$ cat src/rtl/proc_hazard_scoreboard.sv
// rtl/proc_hazard_scoreboard.sv - hazard, stall and operand-bypass scoreboard for a 5-stage pipeline
module proc_hazard_scoreboard #(
    parameter int NREGS   = 32,
    parameter int MUL_LAT = 4,
    localparam int AW     = $clog2(NREGS),
    localparam int CW     = $clog2(MUL_LAT + 1)
) (
    input  logic          clk,
    input  logic          rst,
    input  logic          d_val,
    input  logic          d_rs1_en,
    input  logic [AW-1:0] d_rs1,
    input  logic          d_rs2_en,
    input  logic [AW-1:0] d_rs2,
    input  logic          d_wen,
    input  logic [AW-1:0] d_waddr,
    input  logic          d_is_lw,
    input  logic          d_is_mul,
    input  logic          squash_D,
    output logic          stall_D,
    output logic          issue_X,
    output logic          mul_start_X,
    output logic          x_busy,
    output logic [1:0]    op1_byp_sel,
    output logic [1:0]    op2_byp_sel,
    output logic          rf_wen_W,
    output logic [AW-1:0] rf_waddr_W
);

    logic          r_x_val;
    logic          r_x_wen;
    logic [AW-1:0] r_x_waddr;
    logic          r_x_is_lw;
    logic          r_x_is_mul;
    logic [CW-1:0] r_x_cnt;
    logic          r_mul_start;

    logic          r_m_val;
    logic          r_m_wen;
    logic [AW-1:0] r_m_waddr;
    logic          r_m_is_lw;

    logic          r_w_val;
    logic          r_w_wen;
    logic [AW-1:0] r_w_waddr;

    logic          w_x_busy;
    logic          w_x_done;
    logic          w_luse;
    logic          w_stall;
    logic          w_issue;
    logic          w_d_wen;
    logic          w_x_fwd_ok;
    logic          w_m_fwd_ok;
    logic          w_w_fwd_ok;
    logic [1:0]    w_op1_sel;
    logic [1:0]    w_op2_sel;

    // x0 writes are dropped at entry so no later stage ever sees them as producers
    assign w_d_wen  = d_wen & (d_waddr != '0);

    assign w_x_busy = r_x_val & r_x_is_mul & (r_x_cnt != '0);
    assign w_x_done = ~w_x_busy;

    assign w_luse = r_x_val & r_x_is_lw & r_x_wen &
                    ((d_rs1_en & (d_rs1 == r_x_waddr)) |
                     (d_rs2_en & (d_rs2 == r_x_waddr)));

    assign w_stall = d_val & (w_luse | w_x_busy);
    assign w_issue = d_val & ~w_stall & ~squash_D;

    // Load data is not ready in X, and a MUL result only exists in its final X cycle
    assign w_x_fwd_ok = r_x_val & r_x_wen & ~r_x_is_lw & w_x_done;
    assign w_m_fwd_ok = r_m_val & r_m_wen;
    assign w_w_fwd_ok = r_w_val & r_w_wen;

    function automatic logic [1:0] byp_sel(
        input logic          rs_en,
        input logic [AW-1:0] rs,
        input logic          vld,
        input logic          x_ok,
        input logic [AW-1:0] x_addr,
        input logic          m_ok,
        input logic [AW-1:0] m_addr,
        input logic          w_ok,
        input logic [AW-1:0] w_addr
    );
        logic [1:0] sel;
        sel = 2'd0;
        if (vld && rs_en) begin
            if (x_ok && (rs == x_addr)) begin
                sel = 2'd1;
            end else if (m_ok && (rs == m_addr)) begin
                sel = 2'd2;
            end else if (w_ok && (rs == w_addr)) begin
                sel = 2'd3;
            end
        end
        return sel;
    endfunction

    always_comb begin
        w_op1_sel = byp_sel(d_rs1_en, d_rs1, d_val,
                            w_x_fwd_ok, r_x_waddr,
                            w_m_fwd_ok, r_m_waddr,
                            w_w_fwd_ok, r_w_waddr);
        w_op2_sel = byp_sel(d_rs2_en, d_rs2, d_val,
                            w_x_fwd_ok, r_x_waddr,
                            w_m_fwd_ok, r_m_waddr,
                            w_w_fwd_ok, r_w_waddr);
    end

    // X stage: reloads from D only when the current occupant is finishing
    always_ff @(posedge clk or negedge rst) begin
        if (!rst) begin
            r_x_val     <= 1'b0;
            r_x_wen     <= 1'b0;
            r_x_waddr   <= '0;
            r_x_is_lw   <= 1'b0;
            r_x_is_mul  <= 1'b0;
            r_x_cnt     <= '0;
            r_mul_start <= 1'b0;
        end else if (w_x_done) begin
            r_x_val     <= w_issue;
            r_x_wen     <= w_d_wen;
            r_x_waddr   <= d_waddr;
            r_x_is_lw   <= d_is_lw;
            r_x_is_mul  <= d_is_mul;
            r_x_cnt     <= (w_issue & d_is_mul) ? CW'(MUL_LAT - 1) : '0;
            r_mul_start <= w_issue & d_is_mul;
        end else begin
            r_x_cnt     <= r_x_cnt - CW'(1);
            r_mul_start <= 1'b0;
        end
    end

    // M stage: bubbles are inserted behind a multiplier still iterating in X
    always_ff @(posedge clk or negedge rst) begin
        if (!rst) begin
            r_m_val   <= 1'b0;
            r_m_wen   <= 1'b0;
            r_m_waddr <= '0;
            r_m_is_lw <= 1'b0;
        end else if (w_x_done) begin
            r_m_val   <= r_x_val;
            r_m_wen   <= r_x_wen;
            r_m_waddr <= r_x_waddr;
            r_m_is_lw <= r_x_is_lw;
        end else begin
            r_m_val   <= 1'b0;
            r_m_wen   <= 1'b0;
            r_m_waddr <= '0;
            r_m_is_lw <= 1'b0;
        end
    end

    always_ff @(posedge clk or negedge rst) begin
        if (!rst) begin
            r_w_val   <= 1'b0;
            r_w_wen   <= 1'b0;
            r_w_waddr <= '0;
        end else begin
            r_w_val   <= r_m_val;
            r_w_wen   <= r_m_wen;
            r_w_waddr <= r_m_waddr;
        end
    end

    assign stall_D     = w_stall;
    assign issue_X     = w_issue;
    assign mul_start_X = r_mul_start;
    assign x_busy      = w_x_busy;
    assign op1_byp_sel = w_op1_sel;
    assign op2_byp_sel = w_op2_sel;
    assign rf_wen_W    = r_w_val & r_w_wen;
    assign rf_waddr_W  = r_w_val ? r_w_waddr : '0;

endmodule
$ cat config.mk
export PLATFORM = sky130hd
export DESIGN_NAME = proc_hazard_scoreboard
export DESIGN_NICKNAME = d
export VERILOG_FILES = /design/src/rtl/proc_hazard_scoreboard.sv
export SDC_FILE = /design/constraint.sdc
export NUM_CORES = 1
export LEC_CHECK = 0
export CORE_ASPECT_RATIO = 0.8
export CORE_MARGIN = 2
export CORE_UTILIZATION = 25
export DETAILED_ROUTE_END_ITERATION = 10
export DONT_BUFFER_PORTS = 1
export PLACE_DENSITY = 0.43
export SLEW_MARGIN = 20
export SYNTH_ARGS = -nofsm -noshare
export SYNTH_HDL_FRONTEND = slang
export SYNTH_SLANG_ARGS = --single-unit
$ cat constraint.sdc
create_clock -name clk -period 1.7 [get_ports clk]
set_input_delay 0.425 -clock clk [delete_from_list [all_inputs] [get_ports clk]]
set_output_delay 0.425 -clock clk [all_outputs]
set_load 0.05 [all_outputs]
Word-level counts from Yosys, hierarchy flattened --
Cells that the tools add are included.
Word-level totals: bits in registers 27, bits of input ports 24
Operators by class: add/subtract/negate cells 1, equal/unequal tests 6, mux-type cells 15, bitwise logic cells 23, reduce and logical (&&, ||, !) cells 10
Operators with widths (count):
- 5-bit == test | 6
- 2-bit two-way mux | 9
- 1-bit AND | 17
- 5-bit two-way mux | 2
- 1-bit logical AND | 8
- 5-bit nonzero test | 1
- 1-bit inverter | 4
- 1-bit two-way mux | 3
- 3-bit two-way mux | 1
- 3-bit nonzero test | 1
- 3-bit by 1-bit subtractor with 3-bit output (second input constant) | 1
- 1-bit bitwise OR | 2

Depth between registers and ports, before layout --
Gate-level depths: netlist of run 1.
word-level depth 12, gate-level depth with buffers 8

Worst setup path before layout of run 1 --
No wires, ideal clock.
path type register -> output, start register r_x_cnt[0], end output port op2_byp_sel[0], data arrival time 1.813 ns, slack -0.538 ns, stages on the path, launching flop included 7, path buffers 0, cell sequence dfrtp_1 -> inv_1 -> ha_1 -> a21boi_0 -> nor3_1 -> nand3_1 -> a21oi_1
Between the ends: longest elaborated chain between the ends 7
RTL lines:
- from (decl) | line 35 | logic [CW-1:0] r_x_cnt;
- from (signal assigned) | line 129 | r_x_cnt <= (w_issue & d_is_mul) ? CW'(MUL_LAT - 1) : '0;
- from (signal assigned) | line 132 | r_x_cnt <= r_x_cnt - CW'(1);
- 3-bit nonzero test | line 62 | assign w_x_busy = r_x_val & r_x_is_mul & (r_x_cnt != '0);
- 1-bit AND | line 62
- 1-bit inverter | line 63 | assign w_x_done = ~w_x_busy;
- 1-bit AND | line 73 | assign w_x_fwd_ok = r_x_val & r_x_wen & ~r_x_is_lw & w_x_done;
- 1-bit logical AND | line 91 | if (x_ok && (rs == x_addr)) begin
- 2-bit two-way mux | line 91
- 2-bit two-way mux | line 90 | if (vld && rs_en) begin
- to (decl) | line 25 | output logic [1:0] op2_byp_sel,
Every way passes these cells.

Final worst setup path of run 1 --
start register r_x_waddr[4], end output port issue_X
Between the ends: longest elaborated chain between the ends 9
RTL lines:
- from (decl) | line 32 | logic [AW-1:0] r_x_waddr;
- from (signal assigned) | line 126 | r_x_waddr <= d_waddr;
- 5-bit == test, on equally long branches | line 66, 67
- 1-bit AND, on equally long branches | line 66, 67
- 1-bit bitwise OR (*) | line 66 | ((d_rs1_en & (d_rs1 == r_x_waddr)) |
- 1-bit AND (*) | line 65 | assign w_luse = r_x_val & r_x_is_lw & r_x_wen &
- 1-bit bitwise OR (*) | line 69 | assign w_stall = d_val & (w_luse | w_x_busy);
- 1-bit AND (*) | line 69
- 1-bit inverter (*) | line 70 | assign w_issue = d_val & ~w_stall & ~squash_D;
- 1-bit AND (*) (2 in a row) | line 70
- to (decl) | line 21 | output logic issue_X,
Mark *: on every way between the ends. The rest lies on a longest branch, timed or not.

==> summary.txt, run 1 <==
Status
  • Status: finished, violations left
  • Failing checks: setup timing

Place
  • Gpl congestion: 0.765
  • HPWL Detailed: around 2800 um
  • Port buffer count: 0
  • Post-Place Setup Slack: -164 ps

Run
  • Max-Cap Viols: 0

Min path
  • Worst hold path class: in -> reg

Timing
  • Rel. slew slack: around 69%
  • Period utilisation layout: 129%
  • Worst setup margin: -485 ps
  • Setup Skew: 4.83 ps
  • Max Slew Vio Count: 0
  • Final Setup Violations: 8
  • Final Hold Fails: 0
  • Fin Setup TNS: -2740 ps
  • Crit path time final: 2190 ps
  • Measured slew at the worst slew-check pin: roughly 460 ps
  • Fmax: 458 MHz
  • RSZ-0062 raised after global routing: true

Clock network
  • Sink Count: 27
  • Htree depth: 1
  • TritonCTS buffer count: 3
  • Clk pin slew, worst setup/hold paths: 90 ps
  • Clk root buf: clkbuf_8
  • Clock latency on the worst-skew pair: around 270 ps
  • CTS tree: done
  • Worst-case clock buffer depth: 2

Global route
  • Met3 global-route usage: 2.62%
  • GRT met1 Usage: 16.9%
  • Met2 Track Usage GR: 17.3%
  • Grt ovf: 0
  • GRT busiest layer: met2
  • GR Util All Layers: 11.7%
  • Vias in the first global route: 1150
  • Initial antenna violation count: 0
  • Largest net degree at the start of global routing: 28
  • First-pass GRT wire length: between 5000 and 6000 um

Setup path
  • Crit-path cells: xor2_1, a221oi_2, nand3_2, o221ai_4, nor2_4, buf_12
  • Crit-path slowest cell: dfrtp_1
  • Critical path fanouts, max: 3
  • Max incr delay on CP: 440 ps
  • Startpoint types: register
  • Worst setup EP type: output pin
  • Critical Path AT: 1760 ps
  • Critical setup path kind: reg -> out
  • Critical path's top delay family: compound AO/OA/AOI/OAI gates
  • Buffers and inverters on the worst path: 1
  • WP data required: 1270 ps

Power and ir drop
  • P per Cell Area: about 730 nW/um2
  • Peak VDD IR: 0.248 mV
  • Leakage: 0.828 nW

Yosys
  • Compound-gate portion of the synthesized area: 10.4%
  • Number of synthesized flops with an enable pin: 0
  • Synth cell types: 29
  • Synthesized area: 1440 um2
  • Net count after synthesis: ~170
  • Post-Syn Area per Cell: 9.81 um2
  • Sequential area share after synthesis: 46.8%
  • Register bit total from synthesis: 27
  • Mux contribution to synthesized area: 0%
  • Simple-gate area share of the yosys netlist: 20.7%
  • Post-synthesis adder-cell area fraction: around 1.7%
  • Post-Synthesis Cells: 147
  • Async S/R FF share, synth: 100%
  • Xor/xnor share of the synthesized area: 17.6%
  • Largest family of logic cells by synthesized area: simple AND/OR/NAND/NOR gates
  • Synth Flop Type: dfrtp_1
  • Warnings from Yosys: 0

Routing
  • DR iter-0 viols: 46
  • Final wirelength: 3600 um
  • Detail Route Antenna Nets: 0
  • Per-cell routed wire length: 14.0 um
  • First-pass DRT Iterations: 4
  • Via count: 1121
  • Via/cell ratio: 4.34
  • DR DRC count: 0

Die
  • Core Footprint: between 5000 and 6000 um2
  • Initial Utilization: between 20% and 30%
  • # IOs: 38
  • Die width: 88.9 um
  • Row cnt: 24
  • Die Span Y: 71.9 um
  • Die area: 6400 um2

Cells and area
  • Antenna diodes: 0
  • Area grow syn2layout: 40.9%
  • Proportion of layout cells with a drive suffix above 1: 32.8%
  • Fillers: around 560
  • Nets: 207
  • Final core utilization: 37.0%
==> stage by stage <==
stage,cell area (um2),hold slack [ps],std cells,power (mW)
6_report,2030,251,258,1.48
5_1_grt,2030,236,258,1.56
4_1_cts,2000,244,256,1.49
3_5_place_dp,1870,130,249,1.07
3_3_place_gp,1870,131,249,1.07
2_1_floorplan,1530,129,147,0.973
==> layer usage <==
metal | up-vias | routed length [um]
met2 | 23 | 1660
met1 | 538 | 1720
met3 | 4 | 185
met5 | - | 0
met4 | 0 | 44
li1 | 556 | -
==> cell families after synthesis <==
family,Yosys count
AND/OR/NAND/NOR,61
XOR/XNOR,29
flip-flops,27
AO/OA/AOI/OAI,18
buffers and inverters,10
adder cells (fa/ha/maj),2
==> worst reg2reg max path, cell delays in order (launching register included) <==
cell      delay (ps)
dfrtp_1          440
xor2_1           200
a221oi_2         270
nand3_2          160
o221ai_4         220
buf_4            150
buf_6             90
o22ai_1           70
==> cell usage after synthesis (all sizes together), types with 2 or more instances <==
library cell  count  area [um2]
ha                2        25.0
nand4             5        31.3
a21oi             3        15.0
and2              9        56.3
nor2              9        33.8
nand3             5        30.0
xor2              8        70.1
dfrtp            27         676
nor3              4        25.0
o2111a            3        33.8
o22ai             2        12.5
inv               8        30.0
nand2            24        90.1
o21ai             5        25.0
nor2b             2        12.5
nand2b            2        12.5
xnor2            21         184
==> what timing repair did <==
| item | in CTS | in global routing |
|---|---|---|
| hold endpoints to repair | 27 | 0 |
| hold buffers | 2 | 0 |
| endpoints found under the setup margin | 7 | 11 |
| buffers inserted | 1 | 2 |
| pin swaps | 8 | 6 |
| cloned | 0 | 0 |
| resized for setup | 11 | 3 |
==> final timing paths <==
check                                               from                       end  slack (ps)  depth (start not counted)
max in group asynchronous                            rst  r_x_waddr[1]$_DFFE_PN0N_         950                          2
worst max-delay path            r_x_waddr[4]$_DFFE_PN0N_                   issue_X        -490                          6
worst max register to register  r_x_waddr[4]$_DFFE_PN0N_      r_x_cnt[0]$_DFF_PN0_           0                          7
worst min-delay path                            d_is_mul    r_x_is_mul$_DFFE_PN0N_         250                          1
min in group asynchronous                            rst     mul_start_X$_DFF_PN0_         590                          2
worst min register to register         r_m_wen$_DFF_PN0_         r_w_wen$_DFF_PN0_         380                          0
==> cells in the final DEF, fill, tap and decap left out, drive strengths merged, types with 2 or more instances in the layout <==
cell type,n
o22ai,2
o2111a,3
a21oi,3
o21ai,5
dfrtp,27
xor2,8
nor2,9
clkbuf,4
nand2b,2
and2,9
nand3,5
buf,30
nand4,5
ha,2
nand2,24
inv,8
nor2b,2
nor3,4
xnor2,21
==> sequential cells by signal, summed over array words and instances, names as in the netlist <==
| register | count |
|---|---|
| mul_start_X | 1 |
| r_x_cnt | 3 |
| r_w_val | 1 |
| r_m_wen | 1 |
| r_m_val | 1 |
| r_x_val | 1 |
| r_x_is_mul | 1 |
| r_w_waddr | 5 |
| r_x_waddr | 5 |
| r_x_wen | 1 |
| r_m_waddr | 5 |
| r_x_is_lw | 1 |
| r_w_wen | 1 |
==> power breakdown <==
group	leakage, nW	internal, mW	switching, mW
sequential	0.328	0.694	0.0510
combinational	0.477	0.173	0.191
clock	0.0228	0.168	0.202
==> layout make-up <==
cell class | instances | area (um2) | share of cell area (%)
clock buffers | 4 | 45.0 | 2.22
multi-input cells | 110 | 845 | 41.6
inverters | 8 | 42.5 | 2.09
flip-flops and latches | 27 | 676 | 33.3
well taps | 78 | 97.6 | 4.80
repair buffers | 31 | 327 | 16.1
Power figures use the tool's default switching activity.
==> inputs of run 2 (changes only) <==
Settings changed: SETUP_SLACK_MARGIN from default to 0.4.
==> run 2 against run 1 <==
  * The flow still finishes with violations (setup timing)
  * Routed wire length rose by 5.2%
  * Clock power barely moved
  * Via count rose by 5.5%
  * Hold slack improved by 2.8 ps
  * Final area rose by 9.8%
  * Power rose by 4.3%
  * Critical endpoint unchanged
  * Largest power group unchanged
  * Highest routed layer unchanged
==> summary.txt, run 2 (synthesis gave the netlist of run 1 again) <==
Setup path
  • Crit-path cells: xor2_2, a221oi_2, nand3_2, o221ai_4, nor2_4, buf_12
  • Crit-path slowest cell: dfrtp_2
  • Critical path's top delay family: compound AO/OA/AOI/OAI gates
  • Critical Path AT: 1760 ps
  • Worst reg2reg startpoint: r_x_waddr[4]$_DFFE_PN0N_
  • Max incr delay on CP: 450 ps
  • R2R Path End: r_x_cnt[0]$_DFF_PN0_
  • Startpoint types: register
  • WP data required: roughly 1300 ps
  • Worst setup EP type: output pin
  • Flop2flop setup slack: -460 ps
  • Reg2reg path depth: 13
  • Critical path fanouts, max: 3
  • Critical setup path kind: reg -> out
  • Buffers and inverters on the worst path: 1

Power and ir drop
  • Leakage: 0.919 nW
  • Peak VDD IR: ~0.45 mV
  • Tot Pwr: ~1.5 mW
  • P per Cell Area: 691 nW/um2

Timing
  • Crit path time final: between 2000 and 2500 ps
  • Max Slew Vio Count: 0
  • Fin Setup TNS: -4520 ps
  • Measured slew at the worst slew-check pin: 278 ps
  • Final Setup Violations: 11
  • Setup Skew: 9.66 ps
  • Final Hold Fails: 0
  • RSZ-0062 raised after global routing: true
  • Worst setup margin: -480 ps
  • Rel. slew slack: 81.4%
  • Fmax: 459 MHz
  • Period utilisation layout: 128%

Place
  • Placed inst area: 1880 um2
  • Gpl congestion: 0.831
  • Port buffer count: 0
  • HPWL Detailed: 2930 um
  • Post-Place Setup Slack: -136 ps

Routing
  • DR iter-0 viols: 39
  • Per-cell routed wire length: 14.1 um
  • Via/cell ratio: approximately 4.4
  • Final wirelength: 3790 um
  • First-pass DRT Iterations: 4
  • Detail Route Antenna Nets: 0
  • DR DRC count: 0
  • Via count: 1183

Die
  • Core Footprint: 5500 um2
  • Initial Utilization: 26.3%
  • Die Span Y: between 70 and 80 um
  • Die width: 88.9 um
  • Row cnt: 24
  • # IOs: 38
  • Die area: between 6000 and 7000 um2

Min path
  • Worst hold path class: in -> reg
  • Hold Path End: r_x_is_lw$_DFFE_PN0N_
  • Hold Path Depth: 2
  • Hold path start: d_is_lw

Global route
  • Initial antenna violation count: 0
  • First-pass GRT wire length: 6080 um
  • Vias in the first global route: 1209
  • Largest net degree at the start of global routing: 28
  • GR Util All Layers: 12.3%
  • Grt ovf: 0

Run
  • Max-Cap Viols: 0

Cells and area
  • Finished Cell Area: 2230 um2
  • Commonest non-fill, non-tap cell in the layout: dfrtp_1
  • Antenna diodes: 0
  • Most frequent cells in the layout: 25 x dfrtp_1, 22 x nand2_1, 21 x xnor2_1
  • Top flop regs: r_m_waddr x5, r_w_waddr x5, r_x_waddr x5
  • Area grow syn2layout: 54.6%
  • Nets: 217
  • Proportion of layout cells with a drive suffix above 1: ~40%
  • Final core utilization: 40.6%

Clock network
  • CTS tree: done
  • Worst-case clock buffer depth: 2
  • Clk pin slew, worst setup/hold paths: 100 ps
  • Sink Count: 27
  • Clk root buf: clkbuf_8
  • Htree depth: 1
  • TritonCTS buffer count: 3
  • Clock latency on the worst-skew pair: 270 ps

Status
  • Failing checks: setup timing
  • Status: finished, violations left
[run 2: worst max path at each step]
stage                             startpoint              to  slack, ps  depth (start not counted)
floorplan           r_x_waddr[4]$_DFFE_PN0N_  op2_byp_sel[0]        -30                          4
global placement      r_w_waddr[0]$_DFF_PN0_  op1_byp_sel[0]       -120                          6
detailed placement  r_x_waddr[4]$_DFFE_PN0N_         stall_D       -140                          5
CTS                 r_x_waddr[4]$_DFFE_PN0N_         issue_X       -450                          6
global route        r_x_waddr[4]$_DFFE_PN0N_         issue_X       -580                          6
finish              r_x_waddr[4]$_DFFE_PN0N_         issue_X       -480                          6
[run 2: routing by layer]
layer  share of wire [%]  wire [um]  track usage (%)
met1                  45       1690             16.5
met3                 7.4        279             3.53
met5                   0          0                0
met2                  47       1780             20.1
met4                 1.1         41             2.32
[run 2: stage by stage]
step / hold WS [ps] / cells
after floorplan: 129 / 147
after global placement: 131 / 250
after detailed placement: 131 / 250
after CTS: 250 / 266
after global routing: 250 / 268
final: 254 / 268
[run 2: final cells by class]
class | instances | area [um2]
inverter | 8 | 46.3
tap | 78 | 97.6
timing repair buffer | 41 | 514
fill | 534 | 3260
sequential | 27 | 678
clock buffer | 4 | 45.0
multi-input combinational | 110 | 850
[run 2: repair_timing]
action,CTS,global route
hold endpoints to repair,27,0
gates resized for setup,38,8
gates cloned,1,0
buffers inserted,9,2
hold buffers,2,0
setup endpoints to repair,33,32
pin swaps,5,9
[run 2: report_power, final]
part / internal [mW] / switching, mW
registers: 0.695 / 0.0532
clock network: 0.168 / 0.201
logic: 0.225 / 0.200
